[config.mk]
export PLATFORM = sky130hd
export DESIGN_NAME = move_sequencer
export DESIGN_NICKNAME = d
export VERILOG_FILES = /design/src/rtl/move_sequencer_pkg.sv /design/src/rtl/move_sequencer_ray_stepper.sv /design/src/rtl/move_sequencer.sv
export SDC_FILE = /design/constraint.sdc
export NUM_CORES = 1
export LEC_CHECK = 0
export CAP_MARGIN = 20
export CORE_UTILIZATION = 55
export CTS_CLUSTER_SIZE = 25
export DETAILED_ROUTE_END_ITERATION = 10
export PLACE_DENSITY_LB_ADDON = 0.12
export SLEW_MARGIN = 20
export SYNTH_ARGS = -nofsm -noshare
export SYNTH_HDL_FRONTEND = slang
export SYNTH_SLANG_ARGS = --single-unit
export TNS_END_PERCENT = 20
[constraint.sdc]
create_clock -name CLOCK_50 -period 5.93 [get_ports CLOCK_50]
set_input_delay 1.186 -clock CLOCK_50 [delete_from_list [all_inputs] [get_ports CLOCK_50]]
set_output_delay 1.186 -clock CLOCK_50 [all_outputs]
set_load 0.02 [all_outputs]
[src/rtl/move_sequencer_pkg.sv]
// Shared Connect 4 constants, cell encodings, axis step table and sequencer states.
// Used by move_sequencer and ray_stepper.
package c4_pkg;

  localparam int ROWS    = 6;
  localparam int COLS    = 7;
  localparam int WIN_LEN = 4;
  localparam int CELLS   = ROWS * COLS;

  localparam logic [1:0] EMPTY = 2'b00;
  localparam logic [1:0] P1    = 2'b01;
  localparam logic [1:0] P2    = 2'b10;

  typedef enum logic [2:0] {
    CLEAR,
    IDLE,
    CHECK,
    WRITE,
    SEEK,
    ISSUE,
    EVAL,
    DONE
  } state_t;

  // Axis order: horizontal, vertical, diagonal (up-right), anti-diagonal (down-right)
  function automatic logic signed [4:0] axis_drow(input logic [1:0] axis);
    case (axis)
      2'd0:    return 5'sd0;
      2'd1:    return 5'sd1;
      2'd2:    return -5'sd1;
      default: return 5'sd1;
    endcase
  endfunction

  function automatic logic signed [4:0] axis_dcol(input logic [1:0] axis);
    case (axis)
      2'd1:    return 5'sd0;
      default: return 5'sd1;
    endcase
  endfunction

  function automatic logic [5:0] cell_addr(input logic [2:0] row, input logic [2:0] col);
    return 6'(row) * 6'(COLS) + 6'(col);
  endfunction

endpackage

[src/rtl/move_sequencer_ray_stepper.sv]
// Combinational neighbour locator: cell reached after 'step' moves along an axis
// in the + (dir=0) or - (dir=1) direction, plus an off-board flag.
module ray_stepper
  import c4_pkg::*;
(
  input  logic [2:0] i_row,
  input  logic [2:0] i_col,
  input  logic [1:0] i_axis,
  input  logic       i_dir,
  input  logic [1:0] i_step,
  output logic [5:0] o_addr,
  output logic       o_off
);

  logic signed [4:0] w_dr, w_dc, w_r, w_c;

  always_comb begin
    w_dr = axis_drow(i_axis) * $signed({3'b000, i_step});
    w_dc = axis_dcol(i_axis) * $signed({3'b000, i_step});
    if (i_dir) begin
      w_dr = -w_dr;
      w_dc = -w_dc;
    end
    w_r    = $signed({2'b00, i_row}) + w_dr;
    w_c    = $signed({2'b00, i_col}) + w_dc;
    o_off  = (w_r < 5'sd0) || (w_r >= $signed(5'(ROWS))) ||
             (w_c < 5'sd0) || (w_c >= $signed(5'(COLS)));
    o_addr = cell_addr(w_r[2:0], w_c[2:0]);
  end

endmodule

[src/rtl/move_sequencer.sv]
// Connect 4 move sequencer: board clear, legality check, token write and serial win/draw scan
// through the single board port. Optional win_mask output under `define WIN_MASK_EN.
//
// state | meaning
// CLEAR | write EMPTY to every cell, one per cycle
// IDLE  | wait for a request; also drops busy the cycle after DONE
// CHECK | reject full column, bad column/player, or finished game
// WRITE | store the token, bump height and piece count
// SEEK  | locate first cell of the current ray (ends ray if off-board)
// ISSUE | neighbour address on the board port
// EVAL  | compare read data, pre-locate the next cell of the ray
// DONE  | pulse move_done / move_valid
module move_sequencer
  import c4_pkg::*;
(
  input  logic             CLOCK_50,
  input  logic             Reset,
  input  logic             move_req,
  input  logic [2:0]       move_col,
  input  logic [1:0]       move_player,
  output logic             move_busy,
  output logic             move_done,
  output logic             move_valid,
  output logic             win,
  output logic             draw,
  output logic [5:0]       board_addr,
  output logic             board_we,
  output logic [1:0]       board_wr_data,
  input  logic [1:0]       board_rd_data
`ifdef WIN_MASK_EN
  ,
  output logic [CELLS-1:0] win_mask
`endif
);

  state_t     r_state;
  logic [5:0] r_clr_cnt, r_addr, r_pieces;
  logic [2:0] r_col, r_row, r_count;
  logic [2:0] r_height [COLS];
  logic [1:0] r_player, r_axis, r_step, r_wr_data;
  logic       r_dir, r_ok, r_busy, r_done, r_valid, r_win, r_draw, r_we;

  logic       w_match, w_ray_end, w_off;
  logic [1:0] w_step;
  logic [2:0] w_end_cnt, w_height;
  logic [5:0] w_addr, w_cell;

  ray_stepper u_ray (
    .i_row  (r_row),
    .i_col  (r_col),
    .i_axis (r_axis),
    .i_dir  (r_dir),
    .i_step (w_step),
    .o_addr (w_addr),
    .o_off  (w_off)
  );

  assign w_height = (r_col < 3'(COLS)) ? r_height[r_col] : 3'(ROWS);
  assign w_cell   = cell_addr(r_row, r_col);

  // EVAL looks one step ahead so a matching ray costs only two cycles per cell
  always_comb begin
    w_match   = (board_rd_data == r_player);
    w_step    = r_step;
    w_end_cnt = r_count;
    w_ray_end = 1'b0;
    if (r_state == EVAL) begin
      w_step    = r_step + 2'd1;
      w_end_cnt = r_count + {2'b00, w_match};
      w_ray_end = !w_match || (r_step == 2'(WIN_LEN - 1)) || w_off;
    end else if (r_state == SEEK) begin
      w_ray_end = w_off;
    end
  end

  always_ff @(posedge CLOCK_50) begin
    if (Reset) begin
      r_state   <= CLEAR;
      r_clr_cnt <= '0;
      r_busy    <= 1'b1;
      r_done    <= 1'b0;
      r_valid   <= 1'b0;
      r_win     <= 1'b0;
      r_draw    <= 1'b0;
      r_we      <= 1'b0;
      r_addr    <= '0;
      r_wr_data <= EMPTY;
      r_pieces  <= '0;
      r_col     <= '0;
      r_row     <= '0;
      r_player  <= EMPTY;
      r_axis    <= '0;
      r_dir     <= 1'b0;
      r_step    <= '0;
      r_count   <= '0;
      r_ok      <= 1'b0;
      for (int i = 0; i < COLS; i++) r_height[i] <= '0;
    end else begin
      r_done  <= 1'b0;
      r_valid <= 1'b0;
      r_we    <= 1'b0;
      case (r_state)
        CLEAR: begin
          if (r_clr_cnt == 6'(CELLS)) begin
            r_busy  <= 1'b0;
            r_state <= IDLE;
          end else begin
            r_we      <= 1'b1;
            r_addr    <= r_clr_cnt;
            r_wr_data <= EMPTY;
            r_clr_cnt <= r_clr_cnt + 6'd1;
          end
        end
        IDLE: begin
          if (r_busy) begin
            r_busy <= 1'b0;
          end else if (move_req) begin
            r_col    <= move_col;
            r_player <= move_player;
            r_busy   <= 1'b1;
            r_state  <= CHECK;
          end
        end
        CHECK: begin
          if (w_height == 3'(ROWS) || r_col >= 3'(COLS) ||
              !(r_player == P1 || r_player == P2) || r_win || r_draw) begin
            r_ok    <= 1'b0;
            r_state <= DONE;
          end else begin
            r_row   <= 3'(ROWS - 1) - w_height;
            r_state <= WRITE;
          end
        end
        WRITE: begin
          r_we            <= 1'b1;
          r_addr          <= w_cell;
          r_wr_data       <= r_player;
          r_height[r_col] <= w_height + 3'd1;
          if (r_pieces != 6'(CELLS)) r_pieces <= r_pieces + 6'd1;
          r_axis  <= '0;
          r_dir   <= 1'b0;
          r_step  <= 2'd1;
          r_count <= 3'd1;
          r_ok    <= 1'b1;
          r_state <= SEEK;
        end
        SEEK: begin
          if (!w_off) begin
            r_addr  <= w_addr;
            r_state <= ISSUE;
          end
        end
        ISSUE: r_state <= EVAL;
        EVAL: begin
          if (!w_ray_end) begin
            r_count <= w_end_cnt;
            r_step  <= w_step;
            r_addr  <= w_addr;
            r_state <= ISSUE;
          end
        end
        DONE: begin
          r_done  <= 1'b1;
          r_valid <= r_ok;
          r_state <= IDLE;
        end
        default: r_state <= CLEAR;
      endcase

      if (w_ray_end) begin
        if (!r_dir) begin
          r_dir   <= 1'b1;
          r_step  <= 2'd1;
          r_count <= w_end_cnt;
          r_state <= SEEK;
        end else if (w_end_cnt >= 3'(WIN_LEN)) begin
          r_win   <= 1'b1;
          r_state <= DONE;
        end else if (r_axis == 2'd3) begin
          if (r_pieces == 6'(CELLS)) r_draw <= 1'b1;
          r_state <= DONE;
        end else begin
          r_axis  <= r_axis + 2'd1;
          r_dir   <= 1'b0;
          r_step  <= 2'd1;
          r_count <= 3'd1;
          r_state <= SEEK;
        end
      end
    end
  end

`ifdef WIN_MASK_EN
  logic [CELLS-1:0] r_mask_axis, r_win_mask, w_mask_now;

  always_comb begin
    w_mask_now = r_mask_axis;
    if (r_state == EVAL && w_match) w_mask_now[r_addr] = 1'b1;
  end

  // Per-axis accumulator restarts from the placed cell at each new axis
  always_ff @(posedge CLOCK_50) begin
    if (Reset) begin
      r_mask_axis <= '0;
      r_win_mask  <= '0;
    end else if (r_state == WRITE) begin
      r_mask_axis <= CELLS'(1) << w_cell;
    end else if (w_ray_end && r_dir) begin
      if (w_end_cnt >= 3'(WIN_LEN)) r_win_mask <= w_mask_now;
      r_mask_axis <= CELLS'(1) << w_cell;
    end else begin
      r_mask_axis <= w_mask_now;
    end
  end

  assign win_mask = r_win_mask;
`endif

  assign move_busy     = r_busy;
  assign move_done     = r_done;
  assign move_valid    = r_valid;
  assign win           = r_win;
  assign draw          = r_draw;
  assign board_addr    = r_addr;
  assign board_we      = r_we;
  assign board_wr_data = r_wr_data;

endmodule

# Word level (Yosys, flattened, before mapping)
# Memory sizes are Yosys's and may differ from the RTL's. A register that Yosys moved wholly into a read port is not among the register bits.
# Cells that the tools add are included.
# totals
reg_bits,46
ram_bits,21
in_bits,10
output_inout_bits,14
wordCells,173
mem_count,1
# op_classes
add_sub_neg,13
n_mul,4
order_cmp,7
eq_ne,27
n_mux,66
n_bitwise,5
n_reduce_logical,31
# memory_table
memory,depth,width,rd,rd_ports_with_merged_regs,write_ports,line,text
r_height,7,3,1,1,7,move_sequencer.sv:39,logic [2:0] r_height [COLS];
# op_table
op,count
3-bit 2-to-1 mux,17
2-bit 2-to-1 mux,15
3-bit case mux with 8 select lines,1
6-bit case mux with 4 select lines,1
1-bit 2-to-1 mux,20
6-bit 2-to-1 mux,3
3-bit equality test (second input constant),5
6-bit by 1-bit adder with 6-bit output (second input constant),2
6-bit by 3-bit adder with 6-bit output,2
6-bit equality test (second input constant),2
3-bit by 3-bit multiplier with 6-bit output (second input constant),2
3-bit != test (second input constant),4
2-bit AND reduction,6
4-bit by 5-bit adder with 5-bit output,2
5-bit by 4-bit greater-or-equal comparator with 1-bit output (second input constant),2
1-bit logical OR,10
5-bit by 1-bit less-than comparator with 1-bit output (second input constant),2
5-bit 2-to-1 mux,2
2-bit != test (second input constant),5
5-bit negator,2
5-bit case mux with 2 select lines,1
2-bit equality test (second input constant),4
2-bit case mux with 2 select lines,2
4-bit AND reduction,2
other kinds (25),39

# Logic depth before layout (Yosys ltp)
# logic_depth
depth_word,18
mapped_depth,24

# Cells and area by module
# A second synthesis with hierarchy kept.
# unflattened
hier_cells,505
area_unflattened_um2,4704.5
# by_module_without_submodules
module,n_inst,cells_per_inst,area_per_inst_um2,seq_area_each_um2
move_sequencer,1,411,3881.2,1671.6
ray_stepper,1,94,823.3,0.0

# Worst setup path before layout
# Ideal clock, no wire load.
# synth_timing
kind,reg2reg
start,register r_state[1]
end,"register r_addr[5], in the netlist board_addr[5]"
t_arrival_ns,5.119
required_time_ns,5.799
slack_ns,0.680
stages_incl_launch_ff,23
n_path_buf,2
synth_period_minus_slack_ns,5.250
cell_sequence,dfxtp_1 -> buf_4 -> nand3b_1 -> buf_6 -> mux2i_1 -> nor2_1 -> fa_1 -> inv_1 -> xnor2_1 -> ha_1 -> xor2_1 -> inv_1 -> fa_1 -> inv_1 -> fa_1 -> fa_1 -> nor2b_1 -> o21a_1 -> nor2_1 -> xnor2_1 -> mux2_2 -> a221oi_1 -> nor3_1
# synth_via
elab_chain_cells,14
elab_cells_between_ends,33
cone_classes,add/sub (5); mul (3); order compare (4); eq/ne (6); mux (8); reduce/logical (7)
# synth_rtl
element,line,text
from (decl),move_sequencer.sv:36,state_t r_state;
from (signal assigned),move_sequencer.sv:78,r_state <= CLEAR;
from (signal assigned),move_sequencer.sv:106,r_state <= IDLE;
from (signal assigned),move_sequencer.sv:121,r_state <= CHECK;
branches (longest 14 deep; another with 3-bit by 3-bit multiplier with 6-bit output),--,
to (signal assigned),move_sequencer.sv:109,r_addr <= r_clr_cnt;
to (signal assigned),move_sequencer.sv:136,r_addr <= w_cell;
to (signal assigned),move_sequencer.sv:149,r_addr <= w_addr;
to (decl),move_sequencer.sv:37,"logic [5:0] r_clr_cnt, r_addr, r_pieces;"
# Several ways; the timed one is not identified. The select of a mux whose other input is x is not followed.
# A chain may end at the register's enable or synchronous reset.

# Worst setup path after layout
# layout_timing
start,register r_step[0]
end,"register r_addr[5], in the netlist board_addr[5]"
# layout_via
elab_chain_cells,14
elab_cells_between_ends,30
cone_classes,add/sub (6); mul (3); order compare (4); eq/ne (3); mux (8); reduce/logical (6)
# layout_rtl
element,line,text
from (decl),move_sequencer.sv:40,"logic [1:0] r_player, r_axis, r_step, r_wr_data;"
from (signal assigned),move_sequencer.sv:157,r_step <= w_step;
branches (longest 14 deep; another with 3-bit by 3-bit multiplier with 6-bit output),--,
# Several ways; the timed one is not identified. The select of a mux whose other input is x is not followed.

==> impl_metrics.tcl <==
set metrics [dict create \
    outcome "completed" \
    ant_nets 0 \
    mostFrequentLayoutCell "nor2_1" \
    hold_viol 0 \
    cts_buffer_depth 2 \
    pre_cts_ws_ns 0.210 \
    cp_max_fo 6 \
    peakVddDrop_mv 0.137 \
    drv_slew 0 \
    syn-num-nets 574 \
    setup_tns_ns 0 \
    clk-insertion-delay-late_ns 0.35 \
    wl_um 10800 \
    ios 24 \
    worstSetupEndpointType "flop" \
    finClkSkew_ns 0.0139 \
    finalSetupViolations 0 \
    grt_pass1_vias 3715 \
    maxSlewHeadroom_pct 30.1 \
    cts.sinks 73 \
    syn_area_per_cell_um2 9.36 \
    die_area_mm2 0.00906 \
    min_period_over_period_pct 93.1 \
    hp-class "reg2reg" \
    crit_required_ns 6.15 \
    fin_cells 642 \
    fp.dieW_um 95.2 \
    htreeDepth 3 \
    overflow 0 \
    fin_crit_ns 5.52 \
    synth-edff-count 21 \
    first_pass_iters 6 \
    cellPowerDensity_mw_per_mm2 177 \
    core_mm2 0.00830 \
    num_rows 33 \
    worst_slack_ns 0.409 \
    synth_cell_types 64 \
    synthCells 510 \
    min_path_cells 2 \
    power_frac_seq_pct 56.2 \
    share_comb_of_total_power_pct 5.1 \
    switchingPower_mw 0.229 \
    clkTransAtPathRegs_ns 0.08 \
    via_per_inst 5.88 \
    wl_per_cell_um 16.9 \
    layout.cells.most_common_list "nor2_1 (70), dfxtp_1 (52), ha_1 (43), nand2_1 (41), inv_1 (36)" \
    p_leak_nw 2.17 \
    start_util_pct 57.5 \
    synthArstFlopShare_pct 0 \
    ys_seq_area_share_pct 35.0 \
    rr_worst_depth 20 \
    fp.dieH_um 95.2 \
    r2r_slack_ns 0.41 \
    hold_ws_ns 0.473 \
    tightestPinTransition_ns 1.04 \
    synthFlopType "dfxtp_1" \
    grt_max_degree 50 \
    nets 596 \
    portBuffers 23 \
    drt_iter0_drc 211 \
    dp.cells 626 \
    hpwlAfterDp_um 8230 \
    grt_setup_unrepaired "no" \
    fin_total_pwr_mw 0.935 \
    fmax_ghz 0.181 \
    synth_area_mm2 0.00477 \
    gp_congestion 0.868 \
    arrival_ns 5.74 \
    cts_setup_buffers 0 \
    swShare_pct 24.5 \
    cts_tree "done" \
    clockPowerShare_pct 38.7 \
    ys_warn_count 0 \
    layout-drive-gt1-share_pct 8.94 \
    antennaDiodeCount 0 \
    grt_use_total_pct 25.5 \
    clockRootBuffer "clkbuf_8" \
    internal_power_mw 0.706 \
    grt_pass1_wl_um 17700 \
    cp-start-kind "flop" \
    area_growth_pct 10.8 \
    vias 3774 \
    path_class "reg2reg" \
    cts_made_buffers 9 \
    drc 0 \
    grt_antenna_before_repair 0 \
    drv_cap 0 \
    synth_seq_cells 73 \
]
==> critical path: stages (launching register included) <==
cell      delay, ns
dfxtp_1        0.43
ha_1           0.30
mux2i_2        0.32
nor2_1         0.15
fa_1           0.60
inv_1          0.10
xnor2_1        0.24
ha_1           0.31
xor2_2         0.22
inv_1          0.14
fa_1           0.52
inv_1          0.06
fa_1           0.53
fa_1           0.45
nor2b_1        0.16
o21a_1         0.12
nor2_1         0.04
xnor2_1        0.13
mux2_2         0.27
a221oi_1       0.24
nor3_1         0.07
==> cells by family (layout without fill, tap and decap cells) <==
kind of cell | Yosys count | count (layout) | synth area share, %
and+or+nand+nor | 188 | 188 | 19.4
AOI/OAI and AO/OA | 85 | 85 | 12.4
DFF | 73 | 73 | 35.0
buffers and inverters | 56 | 83 | 4.64
adders and majority gates | 54 | 54 | 15.9
xor gates and xnor gates | 29 | 29 | 5.48
muxes | 25 | 25 | 7.13
==> cell usage after synthesis (3+ instances only) <==
cell type / n / share of area (%)
dfxtp_1: 52 / 22
fa_1: 11 / 4.6
nor2_1: 70 / 5.5
nand2b_1: 6 / 0.79
mux2i_1: 16 / 3.4
and3_1: 3 / 0.39
a31oi_1: 4 / 0.52
xnor2_1: 14 / 2.6
o21ai_0: 10 / 1.0
nand3b_1: 3 / 0.47
nand4_1: 5 / 0.66
nor2b_1: 7 / 0.92
a21o_1: 6 / 0.94
clkbuf_1: 17 / 1.3
a211oi_1: 13 / 2.0
inv_1: 36 / 2.8
nand2_1: 41 / 3.2
nand3_1: 14 / 1.5
ha_1: 43 / 11
edfxtp_1: 21 / 13
mux4_2: 6 / 2.8
xor2_1: 14 / 2.6
nor3_1: 19 / 2.0
a21oi_1: 30 / 3.1
==> final timing paths <==
path	endpoint	startpoint
worst min register to register	win	win
worst max-delay path	board_addr[5]	r_step[0]
worst min-delay path	win	win
worst max register to register	board_addr[5]	r_step[0]
==> area by class of cell <==
type	count	area (um2)
clock inverter	5	38.8
multi-input combinational	381	2890
inverter	37	139
timing repair buffer	30	278
sequential	73	1670
clock buffer	11	141
tap	105	131
fill	705	3010
==> flip-flops by register name, indices dropped and copies added, names as in the netlist, 2 cells and up, named ones only <==
signal / flops
r_state: 3
r_axis: 2
r_step: 2
r_row: 3
r_pieces: 6
r_clr_cnt: 6
board_addr: 6
r_col: 3
board_wr_data: 2
r_player: 2
r_count: 3
r_height: 24
==> stage by stage <==
stage                     instance area [um2]  util [%]
after floorplan                          4770         -
after global placement                   5100      61.5
after detailed placement                 5100      61.5
after CTS                                5280      63.6
after global routing                     5290      63.8
final                                    5290      63.8
==> power by group through the flow <==
stage	clock (mW)	combinational (mW)	sequential, mW
floorplan	0	0.0293	0.537
global placement	0	0.0463	0.537
detailed placement	0	0.0470	0.537
CTS	0.362	0.0473	0.525
global route	0.385	0.0523	0.526
finish	0.362	0.0477	0.525
==> per-layer routing <==
| layer | track usage [%] | routed length, um | vias to the layer above |
|---|---|---|---|
| met5 | 0 | 0 | - |
| met2 | 43.6 | 5270 | 108 |
| met3 | 5.74 | 576 | 10 |
| met1 | 32.9 | 4920 | 1818 |
| met4 | 5.43 | 68 | 0 |
| li1 | - | - | 1838 |
==> timing repair <==
item,4_1_cts,5_1_grt
hold buffers,0,0
setup endpoints to repair,0,1
resized for setup,0,2
Note: power is estimated with default switching activity, not from simulation.
